File: src/rtl/masked_chi5_plane_ctrl.sv
// masked_chi5_plane_ctrl: runs a two-share 25-bit Keccak plane row by row through one
// masked chi5 datapath, holding each row for LAT cycles of valid randomness.
module masked_chi5_plane_ctrl #(
    parameter int LAT = 4
) (
    input  logic        clk,
    input  logic        rst_n,
    input  logic        in_valid,
    output logic        in_ready,
    input  logic [24:0] in_share0,
    input  logic [24:0] in_share1,
    input  logic        rnd_valid,
    input  logic        rnd_bit,
    output logic        rnd_ready,
    output logic [4:0]  chi_share0_in,
    output logic [4:0]  chi_share1_in,
    output logic        chi_rand,
    input  logic [4:0]  chi_share0_out,
    input  logic [4:0]  chi_share1_out,
    output logic        out_valid,
    input  logic        out_ready,
    output logic [24:0] out_share0,
    output logic [24:0] out_share1,
    output logic        busy
);
    localparam int CW = (LAT > 1) ? $clog2(LAT) : 1;
    localparam logic [CW-1:0] CNT_MAX = CW'(LAT - 1);

    typedef enum logic [1:0] {IDLE, RUN, DONE} state_t;

    state_t        state_q, state_d;
    logic [2:0]    row_q, row_d;
    logic [CW-1:0] cnt_q, cnt_d;
    logic [24:0]   sh0_q, sh0_d, sh1_q, sh1_d;
    logic [4:0]    base;

    assign base = {row_q, 2'b00} + {2'b00, row_q};

    always_ff @(posedge clk or negedge rst_n) begin
        if (!rst_n) begin
            state_q <= IDLE;
            row_q   <= '0;
            cnt_q   <= '0;
            sh0_q   <= '0;
            sh1_q   <= '0;
        end else begin
            state_q <= state_d;
            row_q   <= row_d;
            cnt_q   <= cnt_d;
            sh0_q   <= sh0_d;
            sh1_q   <= sh1_d;
        end
    end

    always_comb begin
        state_d = state_q;
        row_d   = row_q;
        cnt_d   = cnt_q;
        sh0_d   = sh0_q;
        sh1_d   = sh1_q;
        case (state_q)
            IDLE: if (in_valid) begin
                state_d = RUN;
                row_d   = '0;
                cnt_d   = '0;
                sh0_d   = in_share0;
                sh1_d   = in_share1;
            end
            // a gap in randomness restarts the row's hold window
            RUN: if (!rnd_valid) begin
                cnt_d = '0;
            end else if (cnt_q != CNT_MAX) begin
                cnt_d = cnt_q + 1'b1;
            end else begin
                cnt_d             = '0;
                sh0_d[base +: 5]  = chi_share0_out;
                sh1_d[base +: 5]  = chi_share1_out;
                state_d           = (row_q == 3'd4) ? DONE : RUN;
                row_d             = (row_q == 3'd4) ? row_q : row_q + 1'b1;
            end
            DONE: if (out_ready) state_d = IDLE;
            default: state_d = IDLE;
        endcase
    end

    always_comb begin
        in_ready      = state_q == IDLE;
        busy          = state_q != IDLE;
        rnd_ready     = state_q == RUN;
        out_valid     = state_q == DONE;
        chi_share0_in = (state_q == RUN) ? sh0_q[base +: 5] : '0;
        chi_share1_in = (state_q == RUN) ? sh1_q[base +: 5] : '0;
        chi_rand      = (state_q == RUN) & rnd_valid & rnd_bit;
        out_share0    = (state_q == DONE) ? sh0_q : '0;
        out_share1    = (state_q == DONE) ? sh1_q : '0;
    end
endmodule

File: config.mk
export PLATFORM = sky130hd
export DESIGN_NAME = masked_chi5_plane_ctrl
export DESIGN_NICKNAME = d
export VERILOG_FILES = /design/src/rtl/masked_chi5_plane_ctrl.sv
export SDC_FILE = /design/constraint.sdc
export NUM_CORES = 1
export LEC_CHECK = 0
export ABC_AREA = 1
export BUFFER_PORTS_ARGS = -buffer_cell sky130_fd_sc_hd__buf_2
export CELL_PAD_IN_SITES_DETAIL_PLACEMENT = 1
export CELL_PAD_IN_SITES_GLOBAL_PLACEMENT = 2
export CORE_MARGIN = 2
export CORE_UTILIZATION = 26
export CTS_BUF_LIST = sky130_fd_sc_hd__clkbuf_4 sky130_fd_sc_hd__clkbuf_8 sky130_fd_sc_hd__clkbuf_16
export CTS_CLUSTER_SIZE = 16
export DETAILED_ROUTE_END_ITERATION = 10
export MAX_ROUTING_LAYER = met4
export PLACE_DENSITY = 0.9
export SKIP_LAST_GASP = 1
export SYNTH_ARGS = -nofsm -noshare
export SYNTH_HDL_FRONTEND = slang
export SYNTH_SLANG_ARGS = --single-unit
File: constraint.sdc
create_clock -name clk -period 2.36 [get_ports clk]
set_input_delay 0 -clock clk [delete_from_list [all_inputs] [get_ports clk]]
set_output_delay 0 -clock clk [all_outputs]
set_load 0.03 [all_outputs]
==> summary.md, run 1 <==
| Metric | Value |
|---|---|
| CTS buffer count | `9` |
| Share of cells above drive strength 1 | `26.3%` |
| Final Hold Vio Count | `0` |
| Floorplan core area | `0.0244 sq mm` |
| Unrepaired setup endpoints after global routing | `true` |
| Synth unique cells | `44` |
| # rows | `57` |
| Mapped Cells | `1171` |
| Worst Path Required | `2.36 ns` |
| Hpwl dp | `26900 um` |
| Die area | `0.0263 sq mm` |
| Root Driver | `clkbuf_16` |
| Arr. time, crit path | `2.38 ns` |
| Setup TNS | `-0.0341 ns` |
| GRT Total Usage | `26.2%` |
| Total number of vias | `8743` |
| Fin crit share | `101%` |
| CTS H-tree lvls | `3` |
| Final cell count without fillers | `1701` |
| Peak Freq | `420 MHz` |
| # setup viols final | `3` |
| Initial antenna violation count | `1` |
| Critical Path End Type | `output port` |
| I/O Pins | `131` |
| Cells along the critical path | `ha_4 > inv_6 > buf_8 > nor2_4 > inv_2 > o2111ai_1 > nand3_1 > a21oi_2 > buf_6` |
| Sink Count | `57` |
| Clk slew on worst S/H paths | `0.06 ns` |
| Area grow syn2layout | `39.0%` |
| Worst-Margin Slew | `0.904 ns` |
| Final ANT Viol Nets | `0` |
| Max Slew Vio Count | `0` |
| Cell Area, Synth | `0.00649 sq mm` |
| DR WL/cell | `20.0 um` |
| FILL cells | `3297` |
| Worst Hold Slack | `0.000914 ns` |
| First-pass detailed-route iteration total | `5` |
| Asr flop ratio synth | `100%` |
| TritonCTS clock tree | `done` |
| Tmin final | `2.38 ns` |
| Initial Util | `26.6%` |
| Worst setup margin | `-0.0214 ns` |
| Largest net degree at the start of global routing | `53` |
| Synthesized flop and latch total | `57` |
| Max Cap Viol | `0` |
| Number of global-route vias before repair | `8885` |
| Post-synth EDFFs | `0` |
| Final WL | `34100 um` |
| Status | `finished with violations` |
| Final Wtd Congestion | `0.969` |
| Hold crit path type | `in2reg` |
| # DRC | `0` |
| Clock Skews | `0.00992 ns` |
| Vias/cell | `5.14` |
| Placed cells | `1658` |
| Crit-path max cell delay | `0.43 ns` |
| Synth warnings | `0` |
| Drt initial violations | `624` |
| Gr ovfl total | `0` |
| # port buffers | `130` |
| Failing checks | `setup timing` |
| Mean Syn Cell Area | `5.54 sq um` |
| Post-synthesis sequential area ratio | `22.0%` |
| Clock Latency Late Sink | `0.34 ns` |
| First-pass GRT wire length | `51200 um` |
| Slew HR | `39.8%` |
| Setup crit start kind | `flip-flop` |
| Max clock buf depth | `2` |
| Final core occ | `37.0%` |
| Fin nets | `1447` |
| Critical path type | `reg2out` |
| Slowest CP cell | `dfrtp_2` |
| Syn_nets | `1245` |
| Die Wd | `162 um` |
| Die Ht | `162 um` |
| Worst-path fanout max | `7` |
| Primary FF master, synth | `dfrtp_1` |
-- layer usage --
layer	share of wire, %	track usage (%)	vias to the layer above
met4	2.6	8.00	0
met5	0	-	-
met2	47	42.3	311
met3	5.5	3.65	54
li1	-	-	4166
met1	45	34.1	4212
-- placed cells by master, fill, tap and decap left out, types with 39 or more instances in the layout --
master,synthesis,final
nand2_1,398,390
nor2_1,193,183
buf_2,23,122
buf_4,4,89
inv_1,87,82
nand3_1,84,82
o21ai_0,104,65
dfrtp_1,57,55
a21oi_1,54,44
o21ai_1,14,39
-- registers in the layout (all words and copies together), names as in the netlist --
register	cells
sh0_q	25
sh1_q	25
row_q	3
cnt_q	2
state_q	2
-- cell type report --
type | count | area, sq um | share of cell area, %
sequential | 57 | 1430 | 15.8
clock inverter | 3 | 17.5 | 0.194
antenna | 1 | 2.50 | 0.0277
tap | 324 | 405 | 4.49
inverter | 103 | 399 | 4.42
clock buffer | 11 | 253 | 2.80
multi-input combinational | 949 | 4640 | 51.4
timing repair buffer | 253 | 1880 | 20.8
-- repair_timing --
| item | 4_1_cts | 5_1_grt |
|---|---|---|
| setup endpoints to repair | 33 | 56 |
| pin swaps | 6 | 19 |
| hold buffers | 17 | 0 |
| endpoints found under the hold margin | 51 | 0 |
| resized for setup | 45 | 103 |
| gates cloned | 2 | 4 |
| buffers inserted | 1 | 4 |
-- worst paths after layout --
check	startpoint	endpoint	slack, ns	cells past startpoint
max in group asynchronous	rst_n	sh0_q[18]	1.25	3
max	row_q[0]	chi_share0_in[2]	-0.02	9
min	in_share1[9]	sh1_q[9]	0.0009	5
min reg2reg	cnt_q[0]	cnt_q[0]	0.48	1
min in group asynchronous	rst_n	sh1_q[3]	0.32	2
max reg2reg	row_q[0]	sh1_q[11]	0.05	14
-- synth_stat cells, types with 3 or more instances --
master	instances	area share, %
inv_2	10	0.58
nor2_2	5	0.48
buf_2	23	1.8
o21ai_1	14	1.1
a21oi_2	13	1.8
buf_4	4	0.46
buf_1	6	0.35
nor2_4	4	0.69
nand3_1	84	6.5
o22ai_1	6	0.58
or2_1	3	0.29
ha_1	8	1.5
o21ai_0	104	8.0
nand2_2	8	0.77
nand2_4	3	0.52
a21oi_1	54	4.2
dfrtp_1	57	22
nand2_1	398	23
clkbuf_1	22	1.3
nor2_1	193	11
buf_6	7	1.2
clkinv_1	4	0.23
o2111ai_1	7	0.94
o21ai_2	3	0.40
o211ai_1	4	0.46
inv_1	87	5.0
nand4_1	18	1.7
-- worst max-delay path, delay by kind of cell (launching register included) --
family	cells	cell delay [ns]
AOI/OAI and AO/OA	2	0.47
adders and majority gates	1	0.36
DFF	1	0.43
buffers and inverters	4	0.48
and+or+nand+nor	2	0.30
-- cell families (layout without fill, tap and decap cells) --
kind of cell             Yosys count  count (layout)  share of synthesized area, %
buffers and inverters            165             370                          11.1
XOR/XNOR                           1               1                         0.135
flip-flops                        57              57                          22.0
AND/OR/NAND/NOR                  727             727                          46.9
AO/OA/AOI/OAI                    213             213                          18.3
other                              0               1                             0
adder cells (fa/ha/maj)            8               8                          1.54
-- stage by stage --
step	cell area, sq um	setup slack (ns)
6_report	9020	-0.0214
5_1_grt	9020	-0.0850
4_1_cts	8600	-0.0301
3_5_place_dp	8000	-0.160
3_3_place_gp	8000	-0.0853
2_1_floorplan	6500	0.0452
Power of run 1 is left out: the tool's default activity adds up to more than one toggle a clock period on the data nets, which glitch-free logic cannot reach.
==> run 2, diff against run 1 <==
- ABC_AREA: 1 -> not set
- CORE_UTILIZATION: 26 -> 30
- PLACE_DENSITY: 0.9 -> 0.89
==> run 2 against run 1 <==
Effect of this change:
- critical path type is now reg2reg
- register-to-register slack got worse by 0.80 ns
- hold slack gained 0.00094 ns
- sequential share of layout area is 2.4 points lower
- largest cell class unchanged
- the run still ends with setup timing left
- clock-buffer cell count down 2
- clock skew rose by 0.0012 ns
==> summary.md, run 2 <==
| Metric | Value |
|---|---|
| Status | `finished with violations` |
| Failing checks | `setup timing` |
| Gr ovfl total | `0 (unchanged)` |
| Most frequent cell after synthesis | `nand2_1` |
| Commonest non-fill, non-tap cell in the layout | `buf_4` |
| Fin nets | `1129 (-22%)` |
| Crit-path max cell delay | `0.53 ns (+0.10 ns)` |
| Initial antenna violation count | `1 (unchanged)` |
| Area leader, netlist | `dfrtp_1` |
| # port buffers | `130 (unchanged)` |
| GRT Total Usage | `32.5% (+6.3 points)` |
| Setup crit start kind | `flip-flop` |
| Most used cell, CP | `ha_4` |
| DR WL/cell | `32.9 um (+64%)` |
| Synth unique cells | `77 (+75%)` |
| Post-synthesis sequential area ratio | `22.3% (+0.34 points)` |
| First-pass detailed-route iteration total | `5 (unchanged)` |
| Hpwl dp | `24900 um (-7.2%)` |
| Reg-to-Reg End | `sh1_q[11]` |
| Synth area leaders | `dfrtp_1, mux4_2, mux2i_1` |
| Die Ht | `150 um (-7.4%)` |
| Number of global-route vias before repair | `8405 (-5.4%)` |
| Most frequent cells after synthesis | `nand2_1, dfrtp_1, a21oi_1, and2_1, nor2_1` |
| End point of the critical path | `sh1_q[11]` |
| Reg-to-Reg Start | `row_q[0]` |
| Placed cells | `1244 (-25%)` |
| ANT cells | `0 (-1)` |
| FF-to-FF path depth | `11 (-3)` |
| Slew HR | `35.2% (-4.6 points)` |
| Final Wtd Congestion | `0.971 (+0.18%)` |
| Primary FF master, synth | `dfrtp_1` |
| Post-synth top area share | `22.3% (-0.71 points)` |
| Synth warnings | `0 (unchanged)` |
| Multi-input gate area | `0.00562 sq mm (+21%)` |
| Sink Count | `57 (unchanged)` |
| Arr. time, crit path | `3.40 ns (+1.02 ns)` |
| Initial Util | `30.5% (+3.9 points)` |
| Worst Path Required | `2.65 ns (+0.29 ns)` |
| Clock Skews | `0.0111 ns (+0.00121 ns)` |
| Slowest CP cell | `dfrtp_4` |
| Cell Area, Synth | `0.00639 sq mm (-1.5%)` |
| Final core occ | `50.8% (+14 points)` |
| Unrepaired setup endpoints after global routing | `true` |
| Cells along the critical path | `ha_4 > ha_4 > buf_6 > o21ai_0 > a31oi_4 > buf_12 > buf_4 > nand2_1 > a2bb2oi_1 > mux2i_1 > o22a_1` |
| First-pass GRT wire length | `52800 um (+3.1%)` |
| TritonCTS clock tree | `done` |
| # DRC | `0 (unchanged)` |
| Clock Latency Late Sink | `0.36 ns (+0.02 ns)` |
| CTS H-tree lvls | `3 (unchanged)` |
| I/O Pins | `131 (unchanged)` |
| Final ANT Viol Nets | `0 (unchanged)` |
| Tmin final | `3.11 ns (+0.732 ns)` |
| # setup viols final | `61 (+58)` |
| Vias/cell | `6.61 (+29%)` |
| Worst setup margin | `-0.754 ns (-0.732 ns)` |
| Root Driver | `clkbuf_16` |
| Largest net degree at the start of global routing | `41 (-23%)` |
| Setup TNS | `-24.41 ns (-24.37 ns)` |
| Worst-Margin Slew | `0.962 ns (+0.0585 ns)` |
| Max clock buf depth | `2 (unchanged)` |
| Asr flop ratio synth | `100% (unchanged)` |
| Flop2flop setup slack | `-0.75 ns (-0.80 ns)` |
| Post-synth EDFFs | `0 (unchanged)` |
| Largest registers | `sh0_q: 25 flops, sh1_q: 25 flops, row_q: 3 flops` |
| Fin crit share | `132% (+31 points)` |
| Pre-CTS setup slack | `-0.482 ns (-0.323 ns)` |
| Floorplan core area | `0.0210 sq mm (-14%)` |
| Synthesized flop and latch total | `57 (unchanged)` |
| Syn_nets | `825 (-34%)` |
| Worst-path fanout max | `7 (unchanged)` |
| FILL cells | `2376 (-28%)` |
| Crit path from | `row_q[0]` |
| Mapped Cells | `751 (-36%)` |
| Critical path type | `reg2reg` |
| Total number of vias | `8828 (+0.97%)` |
| Die area | `0.0225 sq mm (-14%)` |
| Hold crit path type | `in2reg` |
| HP Start | `in_share0[5]` |
| Mean Syn Cell Area | `8.52 sq um (+54%)` |
| Die Wd | `150 um (-7.4%)` |
| Drt initial violations | `1073 (+72%)` |
| Clk slew on worst S/H paths | `0.06 ns (about the same)` |
| CTS buffer count | `9 (unchanged)` |
| # rows | `53 (-7.0%)` |
| Max Slew Vio Count | `0 (unchanged)` |
| Peak Freq | `321 MHz (-24%)` |
| Max Cap Viol | `0 (unchanged)` |
| Area grow syn2layout | `66.4%` |
| Final WL | `43900 um (+29%)` |
| Share of cells above drive strength 1 | `55.0% (+29 points)` |
| Final cell count without fillers | `1335 (-22%)` |
| Final Hold Vio Count | `0 (unchanged)` |
| Sequential Area | `0.00143 sq mm (+0.17%)` |
| Critical Path End Type | `flip-flop` |
| Most frequent cells in the layout | `buf_4, buf_2, nand2_1` |
[run 2: cell type report]
class,instances,area share [%]
sequential,57,13.5
multi-input combinational,612,52.9
inverter,15,0.705
timing repair buffer,359,26.8
clock inverter,7,0.729
clock buffer,9,2.12
timing repair inverter,1,0.0705
tap,275,3.23
[run 2: worst max-delay path, delay by kind of cell (launching register included)]
| kind | cells | cell delay, ns |
|---|---|---|
| compound gates | 4 | 1.10 |
| mux | 1 | 0.32 |
| buf+inv | 3 | 0.45 |
| flops | 1 | 0.53 |
| fa+ha+maj | 2 | 0.55 |
| simple gates | 1 | 0.08 |
[run 2: cells by family (layout without fill, tap and decap cells)]
group / Yosys count / in the layout / share of synthesized area (%)
compound gates: 242 / 242 / 26.2
xor+xnor: 10 / 10 / 2.02
fa+ha+maj: 8 / 8 / 1.57
buf+inv: 82 / 391 / 6.22
flops: 57 / 57 / 22.3
mux: 98 / 98 / 21.3
simple gates: 254 / 254 / 20.4
[run 2: metal layers]
layer  GRT usage [%]  routed length [um]
met1            39.1               15200
met2            49.7               19400
met3            7.65                5020
met4            19.1                4280
met5               -                   0
[run 2: through the flow]
step           hold slack, ns  cell area (sq um)
6_report              0.00185              10600
5_1_grt                0.0138              10600
4_1_cts              0.000181               9790
3_5_place_dp           -0.119               8510
3_3_place_gp           -0.119               8510
2_1_floorplan          -0.296               6640
[run 2: worst min-delay path by stage]
| stage | to | slack, ns | cells after the start |
|---|---|---|---|
| 2_1_floorplan | cnt_q[0] | -0.30 | 0 |
| 3_3_place_gp | sh1_q[8] | -0.12 | 1 |
| 3_5_place_dp | sh1_q[8] | -0.12 | 1 |
| 4_1_cts | sh0_q[8] | 0.0002 | 3 |
| 5_1_grt | sh1_q[14] | 0.01 | 3 |
| 6_report | sh0_q[5] | 0.002 | 3 |
[run 2: repair_timing]
item | CTS | global route
gates resized for setup | 125 | 120
buffers inserted | 17 | 35
cloned | 5 | 2
pin swaps | 34 | 44
setup endpoints to repair | 60 | 60
endpoints found under the hold margin | 69 | 1
hold buffers | 19 | 1
Power of run 2 is left out for the same reason.
==> run 3, diff against run 2 <==
- CAP_MARGIN: not set -> 40
- PLACE_DENSITY: 0.89 -> 0.82
==> run 3 against run 2 <==
Effect of this change:
- clock-buffer cell count increased by 1
- fmax rose by 12%
- the flow finishes with violations (hold timing, setup timing)
- hold slack worse by 0.024 ns
- via count is 5.8% lower
- routed wire length decreased by 15%
- critical path depth is 1 higher
- first-iteration DRC count shrank 21%
- design area about the same
- global-route usage down 0.93 points
==> summary.md, run 3 (synthesis gave the netlist of run 2 again) <==
| Metric | Value |
|---|---|
| Status | `finished with violations` |
| Failing checks | `hold timing, setup timing` |
| TritonCTS clock tree | `done` |
| Max clock buf depth | `2 (unchanged)` |
| # setup viols final | `60 (-1.6%)` |
| Hpwl dp | `25100 um (+0.70%)` |
| Max Slew Vio Count | `0 (unchanged)` |
| CTS H-tree lvls | `3 (unchanged)` |
| Vias/cell | `6.16 (-6.8%)` |
| Worst Path Required | `2.65 ns (about the same)` |
| Worst-Margin Slew | `0.666 ns (-0.296 ns)` |
| Initial Util | `30.5% (unchanged)` |
| Floorplan core area | `0.0210 sq mm (unchanged)` |
| Arr. time, crit path | `3.06 ns (-0.34 ns)` |
| Die Ht | `150 um (unchanged)` |
| Slowest CP cell | `dfrtp_4` |
| Total number of vias | `8314 (-5.8%)` |
| Area grow syn2layout | `66.3% (about the same)` |
| Die Wd | `150 um (unchanged)` |
| Gr ovfl total | `0 (unchanged)` |
| Largest registers | `sh0_q: 25 flops, sh1_q: 25 flops, row_q: 3 flops` |
| Root Driver | `clkbuf_16` |
| Die area | `0.0225 sq mm (unchanged)` |
| Fin nets | `1141 (+1.1%)` |
| First-pass detailed-route iteration total | `6 (+1)` |
| Slew HR | `55.6% (+20 points)` |
| Clock Latency Late Sink | `0.36 ns (about the same)` |
| Worst setup margin | `-0.409 ns (+0.345 ns)` |
| Crit-path max cell delay | `0.50 ns (-0.03 ns)` |
| Clock Skews | `0.0124 ns (+0.00122 ns)` |
| Final ANT Viol Nets | `0 (unchanged)` |
| Max Cap Viol | `0 (unchanged)` |
| Tmin final | `2.77 ns (-0.345 ns)` |
| Most frequent cells in the layout | `buf_4, buf_2, nand2_1` |
| # port buffers | `130 (unchanged)` |
| Critical path type | `reg2reg` |
| Initial antenna violation count | `0 (-1)` |
| DR WL/cell | `27.6 um (-16%)` |
| Final Hold Vio Count | `1 (+1)` |
| Commonest non-fill, non-tap cell in the layout | `buf_4` |
| Worst-path fanout max | `7 (unchanged)` |
| Setup TNS | `-14.49 ns (+9.92 ns)` |
| Hold crit path type | `in2reg` |
| First-pass GRT wire length | `51200 um (-2.9%)` |
| GRT Total Usage | `31.6% (-0.93 points)` |
| Fin crit share | `117% (-15 points)` |
| CTS buffer count | `9 (unchanged)` |
| Final WL | `37200 um (-15%)` |
| Cells along the critical path | `ha_4 > ha_4 > buf_4 > and3b_2 > buf_4 > buf_4 > a21oi_2 > o31ai_4 > nand2_1 > buf_4 > o31ai_2 > mux2_4` |
| # DRC | `0 (unchanged)` |
| Setup crit start kind | `flip-flop` |
| Drt initial violations | `846 (-21%)` |
| Worst Hold Slack | `-0.0220 ns (-0.0239 ns)` |
| Number of global-route vias before repair | `8302 (-1.2%)` |
| Critical Path End Type | `flip-flop` |
| Largest net degree at the start of global routing | `48 (+17%)` |
| Peak Freq | `361 MHz (+12%)` |
| Most used cell, CP | `buf_4` |
| Clk slew on worst S/H paths | `0.06 ns (about the same)` |
| I/O Pins | `131 (unchanged)` |
| # rows | `53 (unchanged)` |
| Final Wtd Congestion | `0.950 (-2.2%)` |
| Sink Count | `57 (unchanged)` |
| Unrepaired setup endpoints after global routing | `true` |
| Share of cells above drive strength 1 | `53.7% (-1.3 points)` |
## run 3: cell count changes in the layout (fill, tap and decap cells not counted), moves of 6 or more
cell    previous run  this run
buf_4            165       171
mux2_4            22        16
mux2_2            10        17
buf_6             28        37
## run 3: path summary, 6_finish.rpt
path	cells after the start	start	slack, ns	to
max	12	row_q[0]	-0.41	sh0_q[20]
min	3	in_share1[18]	-0.02	sh1_q[18]
max reg2reg	12	row_q[0]	-0.41	sh0_q[20]
min reg2reg	1	cnt_q[1]	0.50	cnt_q[1]
max in group asynchronous	3	rst_n	1.48	row_q[0]
min in group asynchronous	2	rst_n	0.20	sh0_q[5]
## run 3: stage by stage
stage	cell area (sq um)	instances	setup WS (ns)	utilization (%)
detailed placement	8670	1260	-0.501	41.4
CTS	9970	1322	-0.228	47.6
global placement	8670	1260	-0.446	41.4
finish	10600	1349	-0.409	50.7
floorplan	6640	751	-0.394	-
global route	10600	1347	-0.409	50.7
## run 3: what timing repair did
item	in CTS	in global routing
buffers inserted	26	25
setup endpoints to repair	60	60
resized for setup	123	85
endpoints found under the hold margin	44	0
pin swaps	54	31
cloned	2	2
hold buffers	22	0
## run 3: routing by layer
metal | track usage, % | vias up | share of wire [%]
met3 | 6.22 | 141 | 7.9
met5 | - | - | 0
met4 | 15.0 | 0 | 5.5
met1 | 39.3 | 4201 | 39
li1 | - | 3488 | -
met2 | 49.2 | 484 | 47
## run 3: final cells by class
class	count	area, sq um
Antenna cell	2	5.00
Clock buffer	10	239
Clock inverter	6	90.1
Fill cell	2401	10300
Inverter	15	71.3
Multi-Input combinational cell	612	5490
Sequential cell	57	1430
Tap cell	275	344
Timing Repair Buffer	371	2950
Timing Repair inverter	1	5.00
## run 3: worst max-delay path, delay by kind of cell, from the launching register on
family                   cells  cell delay [ns]
AO/OA/AOI/OAI                3             0.56
adder cells (fa/ha/maj)      2             0.52
buffers and inverters        4             0.55
flip-flops                   1             0.50
multiplexers                 1             0.19
AND/OR/NAND/NOR              2             0.39
Power of run 3 is left out for the same reason.
